## config.mk

```make
export PLATFORM = sky130hd
export DESIGN_NAME = hazard_controller
export DESIGN_NICKNAME = d
export VERILOG_FILES = /design/src/rtl/hazard_controller_pkg.sv /design/src/rtl/hazard_perf_counters.sv /design/src/rtl/hazard_controller.sv
export SDC_FILE = /design/constraint.sdc
export NUM_CORES = 1
export LEC_CHECK = 0
export BUFFER_PORTS_ARGS = -buffer_cell sky130_fd_sc_hd__buf_4
export CELL_PAD_IN_SITES_DETAIL_PLACEMENT = 0
export CELL_PAD_IN_SITES_GLOBAL_PLACEMENT = 1
export CORE_ASPECT_RATIO = 0.7
export CORE_MARGIN = 4
export CORE_UTILIZATION = 28
export DETAILED_ROUTE_END_ITERATION = 7
export PLACE_DENSITY = 0.74
export SETUP_SLACK_MARGIN = 0.2
export SYNTH_ARGS = -nofsm -noshare
export SYNTH_HDL_FRONTEND = slang
export SYNTH_HIERARCHICAL = 1
export SYNTH_SLANG_ARGS = --single-unit
```

## constraint.sdc

```tcl
create_clock -name clk -period 1.9 [get_ports clk]
set_clock_uncertainty 0.2 [all_clocks]
set_input_delay 0.38 -clock clk [delete_from_list [all_inputs] [get_ports clk]]
set_output_delay 0.38 -clock clk [all_outputs]
set_load 0.05 [all_outputs]
```

## src/rtl/hazard_controller_pkg.sv

```systemverilog
// Shared defaults and count type for the pipeline hazard controller.
package hazard_controller_pkg;

   localparam int HC_REG_AW_DEF      = 3;
   localparam int HC_LOAD_LAT_DEF    = 1;
   localparam int HC_FLUSH_DEPTH_DEF = 1;
   localparam int HC_CNT_W_DEF       = 16;

   localparam int HC_CNT_BITS = 3;
   typedef logic [HC_CNT_BITS-1:0] hc_cnt_t;

endpackage

```

## src/rtl/hazard_perf_counters.sv

```systemverilog
// Saturating stall/flush cycle counters for the hazard controller.
module hazard_perf_counters
   import hazard_controller_pkg::*;
#(
   parameter int CNT_W = HC_CNT_W_DEF
) (
   input  logic             clk,
   input  logic             rst,
   input  logic             stall,
   input  logic             flush,
   output logic [CNT_W-1:0] stall_cnt,
   output logic [CNT_W-1:0] flush_cnt
);

   always_ff @(posedge clk) begin
      if (rst) begin
         stall_cnt <= '0;
         flush_cnt <= '0;
      end else begin
         if (stall && (stall_cnt != '1)) stall_cnt <= stall_cnt + 1'b1;
         if (flush && (flush_cnt != '1)) flush_cnt <= flush_cnt + 1'b1;
      end
   end

endmodule

```

## src/rtl/hazard_controller.sv

```systemverilog
// Pipeline hazard controller: load-use stalls, redirect flushes, memory-wait holds.
// Optional perf counters enabled by defining HAZARD_PERF_CNT_EN.
module hazard_controller
   import hazard_controller_pkg::*;
#(
   parameter int REG_AW      = HC_REG_AW_DEF,
   parameter int LOAD_LAT    = HC_LOAD_LAT_DEF,
   parameter int FLUSH_DEPTH = HC_FLUSH_DEPTH_DEF,
   parameter int CNT_W       = HC_CNT_W_DEF
) (
   input  logic              clk,
   input  logic              rst,
   input  logic [REG_AW-1:0] id_rs,
   input  logic [REG_AW-1:0] id_rt,
   input  logic              id_uses_rs,
   input  logic              id_uses_rt,
   input  logic [REG_AW-1:0] id_ex_rt,
   input  logic              id_ex_mem_read,
   input  logic              mem_req,
   input  logic              mem_ready,
   input  logic              branch_taken,
   input  logic              jump,
   input  logic              jump_reg,
   output logic              pc_write_en,
   output logic              if_id_write_en,
   output logic              if_id_flush,
   output logic              id_ex_bubble,
   output logic              pipe_hold,
   output logic              stall,
   output logic              flush
`ifdef HAZARD_PERF_CNT_EN
   ,
   output logic [CNT_W-1:0]  stall_cnt,
   output logic [CNT_W-1:0]  flush_cnt
`endif
);

   typedef enum logic [1:0] {RUN, LD_STALL, FLUSH, MEM_WAIT} state_t;

   if (LOAD_LAT < 1 || LOAD_LAT > 8) begin : g_bad_load_lat
      $error("hazard_controller: LOAD_LAT must be 1..8");
   end
   if (FLUSH_DEPTH < 1 || FLUSH_DEPTH > 4) begin : g_bad_flush_depth
      $error("hazard_controller: FLUSH_DEPTH must be 1..4");
   end
   if (CNT_W < 1) begin : g_bad_cnt_w
      $error("hazard_controller: CNT_W must be at least 1");
   end

   localparam hc_cnt_t LD_INIT = hc_cnt_t'(LOAD_LAT - 1);
   localparam hc_cnt_t FL_INIT = hc_cnt_t'(FLUSH_DEPTH - 1);
   localparam hc_cnt_t ONE     = hc_cnt_t'(1);

   state_t  state, state_n, saved, saved_n, eff;
   hc_cnt_t cnt, cnt_n;
   logic    load_use, mem_wait, control;

   assign load_use = id_ex_mem_read && (id_ex_rt != '0) &&
                     ((id_uses_rs && (id_rs == id_ex_rt)) ||
                      (id_uses_rt && (id_rt == id_ex_rt)));
   assign mem_wait = mem_req && !mem_ready;
   assign control  = branch_taken || jump || jump_reg;

   always_ff @(posedge clk) begin
      if (rst) begin
         state <= RUN;
         saved <= RUN;
         cnt   <= '0;
      end else begin
         state <= state_n;
         saved <= saved_n;
         cnt   <= cnt_n;
      end
   end

   always_comb begin
      state_n        = state;
      saved_n        = saved;
      cnt_n          = cnt;
      pc_write_en    = 1'b1;
      if_id_write_en = 1'b1;
      if_id_flush    = 1'b0;
      id_ex_bubble   = 1'b0;
      pipe_hold      = 1'b0;
      eff            = (state == MEM_WAIT) ? saved : state;
      if (rst) begin
         state_n = RUN;
      end else if (mem_wait) begin
         pc_write_en    = 1'b0;
         if_id_write_en = 1'b0;
         pipe_hold      = 1'b1;
         if (state != MEM_WAIT) begin
            saved_n = state;
            state_n = MEM_WAIT;
         end
      end else begin
         // The release cycle already performs the saved state's work, so a
         // held stall or flush resumes without an idle gap.
         state_n = eff;
         case (eff)
            RUN: begin
               if (state != MEM_WAIT) begin
                  if (load_use) begin
                     pc_write_en    = 1'b0;
                     if_id_write_en = 1'b0;
                     id_ex_bubble   = 1'b1;
                     if (LOAD_LAT > 1) begin
                        state_n = LD_STALL;
                        cnt_n   = LD_INIT;
                     end
                  end else if (control) begin
                     if_id_flush = 1'b1;
                     if (FLUSH_DEPTH > 1) begin
                        state_n = FLUSH;
                        cnt_n   = FL_INIT;
                     end
                  end
               end
            end
            LD_STALL: begin
               pc_write_en    = 1'b0;
               if_id_write_en = 1'b0;
               id_ex_bubble   = 1'b1;
               if (cnt > ONE) cnt_n = cnt - ONE;
               else           state_n = RUN;
            end
            FLUSH: begin
               if_id_flush = 1'b1;
               if (cnt > ONE) cnt_n = cnt - ONE;
               else           state_n = RUN;
            end
            default: state_n = RUN;
         endcase
      end
   end

   assign stall = !pc_write_en;
   assign flush = if_id_flush;

`ifdef HAZARD_PERF_CNT_EN
   hazard_perf_counters #(.CNT_W(CNT_W)) u_perf (
      .clk       (clk),
      .rst       (rst),
      .stall     (stall),
      .flush     (flush),
      .stall_cnt (stall_cnt),
      .flush_cnt (flush_cnt)
   );
`endif

endmodule

```

## Word-level counts from Yosys, hierarchy flattened

Cells that the tools add are included.

- Register bits: 7
- Bits of input ports: 19
- Word-level logic and storage cells: 51

- Bitwise gates (word level): 1
- Equal/unequal tests: 7
- Add/subtract/negate cells: 1
- Reduce and logical (&&, ||, !) cells: 15
- $lt $le $gt $ge: 1
- Muxes and demuxes: 23

Operators by type and width:

| kind | count |
|---|---|
| $mux 1 | 15 |
| $mux 2 | 4 |
| $eq 3x3->1 | 2 |
| $pmux 1 s2 | 3 |
| $logic_and 1x1->1 | 5 |
| $eq 2x2->1 const B | 2 |
| $pmux 2 s2 | 1 |
| $gt 3x1->1 const B | 1 |
| $logic_or 1x1->1 | 3 |
| $reduce_and 3->1 | 1 |
| $reduce_bool 3->1 | 1 |
| $sub 3x1->3 const B | 1 |
| $eq 2x1->1 const B | 1 |
| $logic_not 1->1 | 2 |
| $logic_not 2->1 | 1 |
| $ne 2x1->1 const B | 1 |
| $ne 2x2->1 const B | 1 |
| $reduce_and 2->1 | 1 |
| $reduce_or 2->1 | 1 |
| $not 1->1 | 1 |

## Logic depth before layout (Yosys ltp)

Gate-level depths: netlist (run 1).

- Depth after elaboration: 10
- Mapped depth: 8

## Worst setup path after synthesis (run 1)

Ideal clock, no wire load.

- Path kind: register to output
- From: register state[1]
- To: output port if_id_flush
- Buffers on the path: 1
- Cell stages (with the launch flop): 9
- Path slack: -1.090 ns
- Arrival time: 2.410 ns
- Cells stage by stage: dfxtp_1 > inv_1 > o21ai_1 > ha_1 > a21bo_2 > nor2_1 > o211ai_1 > a21oi_1 > buf_4

- Cells in the longest elaborated chain, start to end: 6

RTL lines:

| what | line | text |
|---|---|---|
| from (decl) | hazard_controller.sv:54 | `state_t state, state_n, saved, saved_n, eff;` |
| from (signal assigned) | hazard_controller.sv:70 | `state <= state_n;` |
| $eq 2x2->1 | hazard_controller.sv:85 | `eff = (state == MEM_WAIT) ? saved : state;` |
| $mux 2 | hazard_controller.sv:85 |  |
| $eq 2x2->1 / $logic_not 2->1 (equally long branches) | hazard_controller.sv:100 | `case (eff)` |
| $pmux 1 s2 (*) | hazard_controller.sv:100 |  |
| $mux 1 (*) | hazard_controller.sv:88 | `end else if (mem_wait) begin` |
| $mux 1 (*) | hazard_controller.sv:86 | `if (rst) begin` |
| to (decl) | hazard_controller.sv:26 | `output logic if_id_flush,` |

Every way passes the cells marked *; elsewhere a longest branch is shown, timed or not.

## Worst setup path in the final report (run 1)

- From: register state[0]
- To: output port if_id_flush

Same word-level chain as after synthesis.

==> results.yml, run 1 <==
run_status:
  status: "finished, violations left"
  violations: "negative setup slack"
timing:
  period_needed_ns: 2.38
  slew_headroom: 0.805
  hold_viol_final: 0
  setup_viol: 6
  maxSlewViolCount: 0
  post-route-period-util: 1.25
  fmax_mhz: 421
  tightestPinTransition_ns: 0.292
  rsz0062_at_grt: "yes"
  whs_ns: 0.174
  timing.final.ws_setup_ns: -0.477
clock_network:
  cts_tree: "yes"
  clk_pin_slew_worst_paths_ns: 0.05
  cts-hold-fix-buffers: 0
  clk_latency_ns: 0.26
  numCtsBuffers: 3
  cts_max_path_buffers: 2
  clock_sinks: 7
  htree_levels: 1
  clockRootBuffer: "clkbuf_4"
yosys:
  synth_edf_count: 0
  synth_area_leaders: "dfxtp_1 24%, ha_1 13%, xnor2_1 11%, nor2_1 6.5%, inv_1 4.6%"
  yosysTopAreaCell: "dfxtp_1"
  synth.net_count: 97
  synthArstFlopShare: 0
  synth_top_cells_by_count: "10 x nor2_1, 7 x dfxtp_1, 7 x inv_1, 7 x xnor2_1, 6 x ha_1"
  ys_seq_area_frac: 0.244
  syn_inst: 72
  syn_avg_cell_area_um2: 7.98
  yosys_warnings: 6
  netlist_area_um2: 574
  synth_top_area_share: 0.244
  synthDistinctLibCells: 27
  synth-seq-cells: 7
  synthFlopType: "dfxtp_1"
  yosysMostFrequentCell: "nor2_1"
detailed_routing:
  vias_per_cell: 4.79
  antenna_left: 0
  wl_mm: 1.82
  drtIter0Drc: 10
  via_count: 661
  drc: 0
  wl_per_cell_um: 13.2
  firstDrtPassIters: 4
global_route:
  grt_pass1_wl_mm: 2.84
  antenna_found_initial: 0
  grt_max_degree: 8
  grt_pass1_vias: 664
  grtUsageTotal: 0.127
  overflow: 0
floorplan:
  num_rows: 13
  die_w_um: 62.1
  dieArea_um2: 2850
  die_y_um: 45.9
  start_util: 0.302
  num_io_pins: 26
  core_um2: 1900
power:
  ir_worst_vdd_uv: 466
  power_density_nw_per_um2: 523
  total_leakage_power_uw: 0.000506
  p_total_uw: 577
finish:
  nFillCells: 166
  fin_util: 0.580
  insertedDiodeCount: 0
  layout-drive-gt1-share: 0.586
  stdcell_area_um2: 1100
  area_growth_pct: 92.2
  nets: 142
critical_path:
  path_class: "flop to primary output"
  required_ns: 1.32
  worstSetupStartpoint: "state[0]"
  end_kind: "primary output"
  rr_startpoint: "state[0]"
  crit_fanout: 3
  start_kind: "flop"
  crit_arrival_ns: 1.80
placed_design:
  dp_hpwl_mm: 1.39
  portBuffers: 25
  gp_congestion: 0.703
  placed_area_um2: 907
worst_hold_path:
  min-delay-start: "rst"
  hold_class: "primary input to flop"
run:
  cap_violations: 0
[what timing repair did]
item                                   CTS  global route
resized for setup                       16             9
endpoints found under the hold margin    0             0
pin swaps                                6             6
gates cloned                             0             0
buffers inserted                         3             3
setup endpoints to repair                8             8
[final cells by class]
class,instances,area [um2],share of cell area
Sequential cell,7,145,0.132
Multi-Input combinational cell,55,518,0.469
Inverter,7,26.3,0.0238
Clock buffer,4,26.3,0.0238
Tap cell,22,27.5,0.0249
Timing Repair Buffer,43,360,0.327
[cell usage in the layout, fill, tap and decap left out, drive strengths merged]
cell,count
a211oi,1
a21bo,1
a21o,1
a21oi,4
a31oi,1
a41o,1
buf,43
clkbuf,4
dfxtp,7
ha,6
inv,7
nand2,2
nand2b,3
nand4,2
nor2,10
nor2b,1
nor3,4
o211ai,2
o21a,2
o21ai,2
o21ba,1
o31ai,1
o41ai,2
or2,1
xnor2,7
[kinds of logic (layout without fill, tap and decap cells)]
logic type | after synthesis | in the layout | synth area share
compound gates | 19 | 19 | 0.246
flops | 7 | 7 | 0.244
fa+ha+maj | 6 | 6 | 0.131
xor+xnor | 7 | 7 | 0.107
buf+inv | 10 | 54 | 0.0784
simple gates | 23 | 23 | 0.194
[per-stage QoR]
| stage | setup TNS (ns) | setup WS (ns) | cells |
|---|---|---|---|
| final | -2.51 | -0.477 | 138 |
| after detailed placement | -1.31 | -0.275 | 128 |
| after global placement | -1.08 | -0.232 | 128 |
| after floorplan | -1.70 | -0.460 | 72 |
| after CTS | -2.32 | -0.478 | 135 |
| after global routing | -2.92 | -0.548 | 138 |
[worst max-delay path: stages (launching register included)]
cell	delay (ns)
dfxtp_4	0.36
inv_2	0.04
o21ai_4	0.17
ha_4	0.16
a21bo_4	0.24
nor2_2	0.08
o211ai_1	0.15
a21oi_4	0.17
buf_6	0.18
[power breakdown]
group | switching (uW) | total [uW] | internal (uW)
combinational | 137 | 278 | 140
sequential | 6.32 | 160 | 153
clock | 59.7 | 140 | 80.4
[worst paths after layout]
path,slack [ns],cells past startpoint,to
setup / recovery,-0.48,8,if_id_flush
hold / removal,0.17,2,cnt[1]
setup reg to reg,0.26,7,state[1]
hold reg to reg,0.28,2,cnt[1]
[metal layers]
| layer | share of wire | vias to the layer above | GRT usage |
|---|---|---|---|
| li1 | - | 339 | - |
| met2 | 0.50 | 19 | 0.229 |
| met5 | 0 | - | 0 |
| met3 | 0.039 | 0 | 0.0494 |
| met4 | 0 | 0 | 0.0260 |
| met1 | 0.46 | 303 | 0.146 |
[state kept, by name, summed over array words and instances, names as in the netlist]
name / count
state: 2
saved: 2
cnt: 3
(Power assumes the default switching activity.)
==> run 2, diff against run 1 <==
Settings changed: CORE_ASPECT_RATIO 0.7 to default.
==> results.yml, run 2 (synthesis results as in run 1) <==
run_status:
  status: "finished, violations left"
  violations: "negative setup slack"
finish:
  area_growth_pct: 87.8
  largest_reg_flops: 3
  final_common_cell: "buf_4"
  regMostFlops: "cnt"
  final_cell_mix: "34 x buf_4, 10 x nor2_1, 7 x xnor2_1, 7 x buf_6, 5 x dfxtp_1"
  layout-drive-gt1-share: 0.574
  reg_top3: "cnt: 3 flops, saved: 2 flops, state: 2 flops"
  insertedDiodeCount: 0
  nets: 141
detailed_routing:
  via_count: 647
  drtIter0Drc: 0
  wl_per_cell_um: 11.3
  antenna_left: 0
  vias_per_cell: 4.56
  drc: 0
  firstDrtPassIters: 1
  wl_mm: 1.60
critical_path:
  path_class: "flop to primary output"
  end_kind: "primary output"
  start_kind: "flop"
  crit_fanout: 3
  crit_arrival_ns: 1.76
  ff2ff_setup_slack_ns: 0.17
  required_ns: 1.32
placed_design:
  dp_slack_ns: -0.291
  gp_congestion: 0.746
  portBuffers: 25
  dp_hpwl_mm: 1.22
timing:
  rsz0062_at_grt: "yes"
  hold_viol_final: 0
  period_needed_ns: 2.34
  timing.final.ws_setup_ns: -0.444
  post-route-period-util: 1.23
  maxSlewViolCount: 0
  fmax_mhz: 427
  fin_tns_setup_ns: -2.54
  whs_ns: 0.216
  tightestPinTransition_ns: 0.280
  setup_viol: 6
  slew_headroom: 0.813
floorplan:
  die_w_um: 53.3
  die_y_um: 53.3
  dieArea_um2: 2840
  core_um2: 1960
  num_rows: 16
  start_util: 0.293
  num_io_pins: 26
global_route:
  grt_max_degree: 12
  grt_pass1_vias: 663
  grt_pass1_wl_mm: 2.51
  grtUsageTotal: 0.121
  antenna_found_initial: 0
  overflow: 0
power:
  ir_worst_vdd_uv: 394
  power_density_nw_per_um2: 515
  total_leakage_power_uw: 0.000489
clock_network:
  cts_tree: "yes"
  numCtsBuffers: 3
  clk_pin_slew_worst_paths_ns: 0.05
  cts_max_path_buffers: 2
  clock_sinks: 7
  clk_latency_ns: 0.25
  htree_levels: 1
  clockRootBuffer: "clkbuf_4"
worst_hold_path:
  hold_class: "primary input to flop"
run:
  cap_violations: 0
[run 2: cell types whose count changed in the layout (fill, tap and decap cells not counted), moves of 2 or more]
| cell | change |
|---|---|
| inv_4 | +2 |
| a21oi_4 | -2 |
| a21oi_2 | +2 |
| buf_6 | -3 |
[run 2: what timing repair did]
action	CTS	global route
pin swaps	5	8
setup buffers	3	5
hold buffers	0	0
endpoints found under the setup margin	8	9
gates resized for setup	12	11
[run 2: final cells by class]
cell class              instances  area [um2]
well taps                      27        33.8
repair buffers                 42         349
flip-flops and latches          7         145
fillers                       209         883
multi-input cells              55         493
inverters                       7        31.3
clock buffers                   4        26.3
[run 2: final timing paths]
kind / from / endpoint / cells after the start
worst min register to register: cnt[1] / cnt[1] / 2
worst max register to register: state[1] / state[0] / 8
worst min-delay path: rst / cnt[1] / 2
worst max-delay path: state[0] / flush / 8
[run 2: stage by stage]
step                      power [uW]  utilization  cells  area [um2]
after floorplan                  292            -     72         624
after global placement           367        0.454    130         891
after CTS                        538        0.510    137        1000
after detailed placement         370        0.454    130         891
final                            556        0.550    142        1080
after global routing             587        0.550    142        1080
[run 2: layer usage]
layer  vias up  part of all wire  track usage
met5         -                 0            0
met4         0                 0       0.0255
met3         0             0.096       0.0535
met2        25              0.50        0.227
met1       288              0.40        0.120
li1        334                 -            -
[run 2: worst max-delay path: stages, from the launching register on]
cell      delay (ns)
dfxtp_4         0.36
inv_4           0.03
o21ai_4         0.15
ha_4            0.15
a21bo_4         0.23
nor2_1          0.09
o211ai_1        0.15
a21oi_4         0.16
buf_6           0.18
[run 2: power breakdown]
group | leakage (uW) | switching (uW) | internal (uW) | total [uW]
sequential | 0.0000581 | 6.61 | 153 | 160
combinational | 0.000416 | 128 | 131 | 259
clock | 0.0000150 | 56.1 | 80.2 | 136
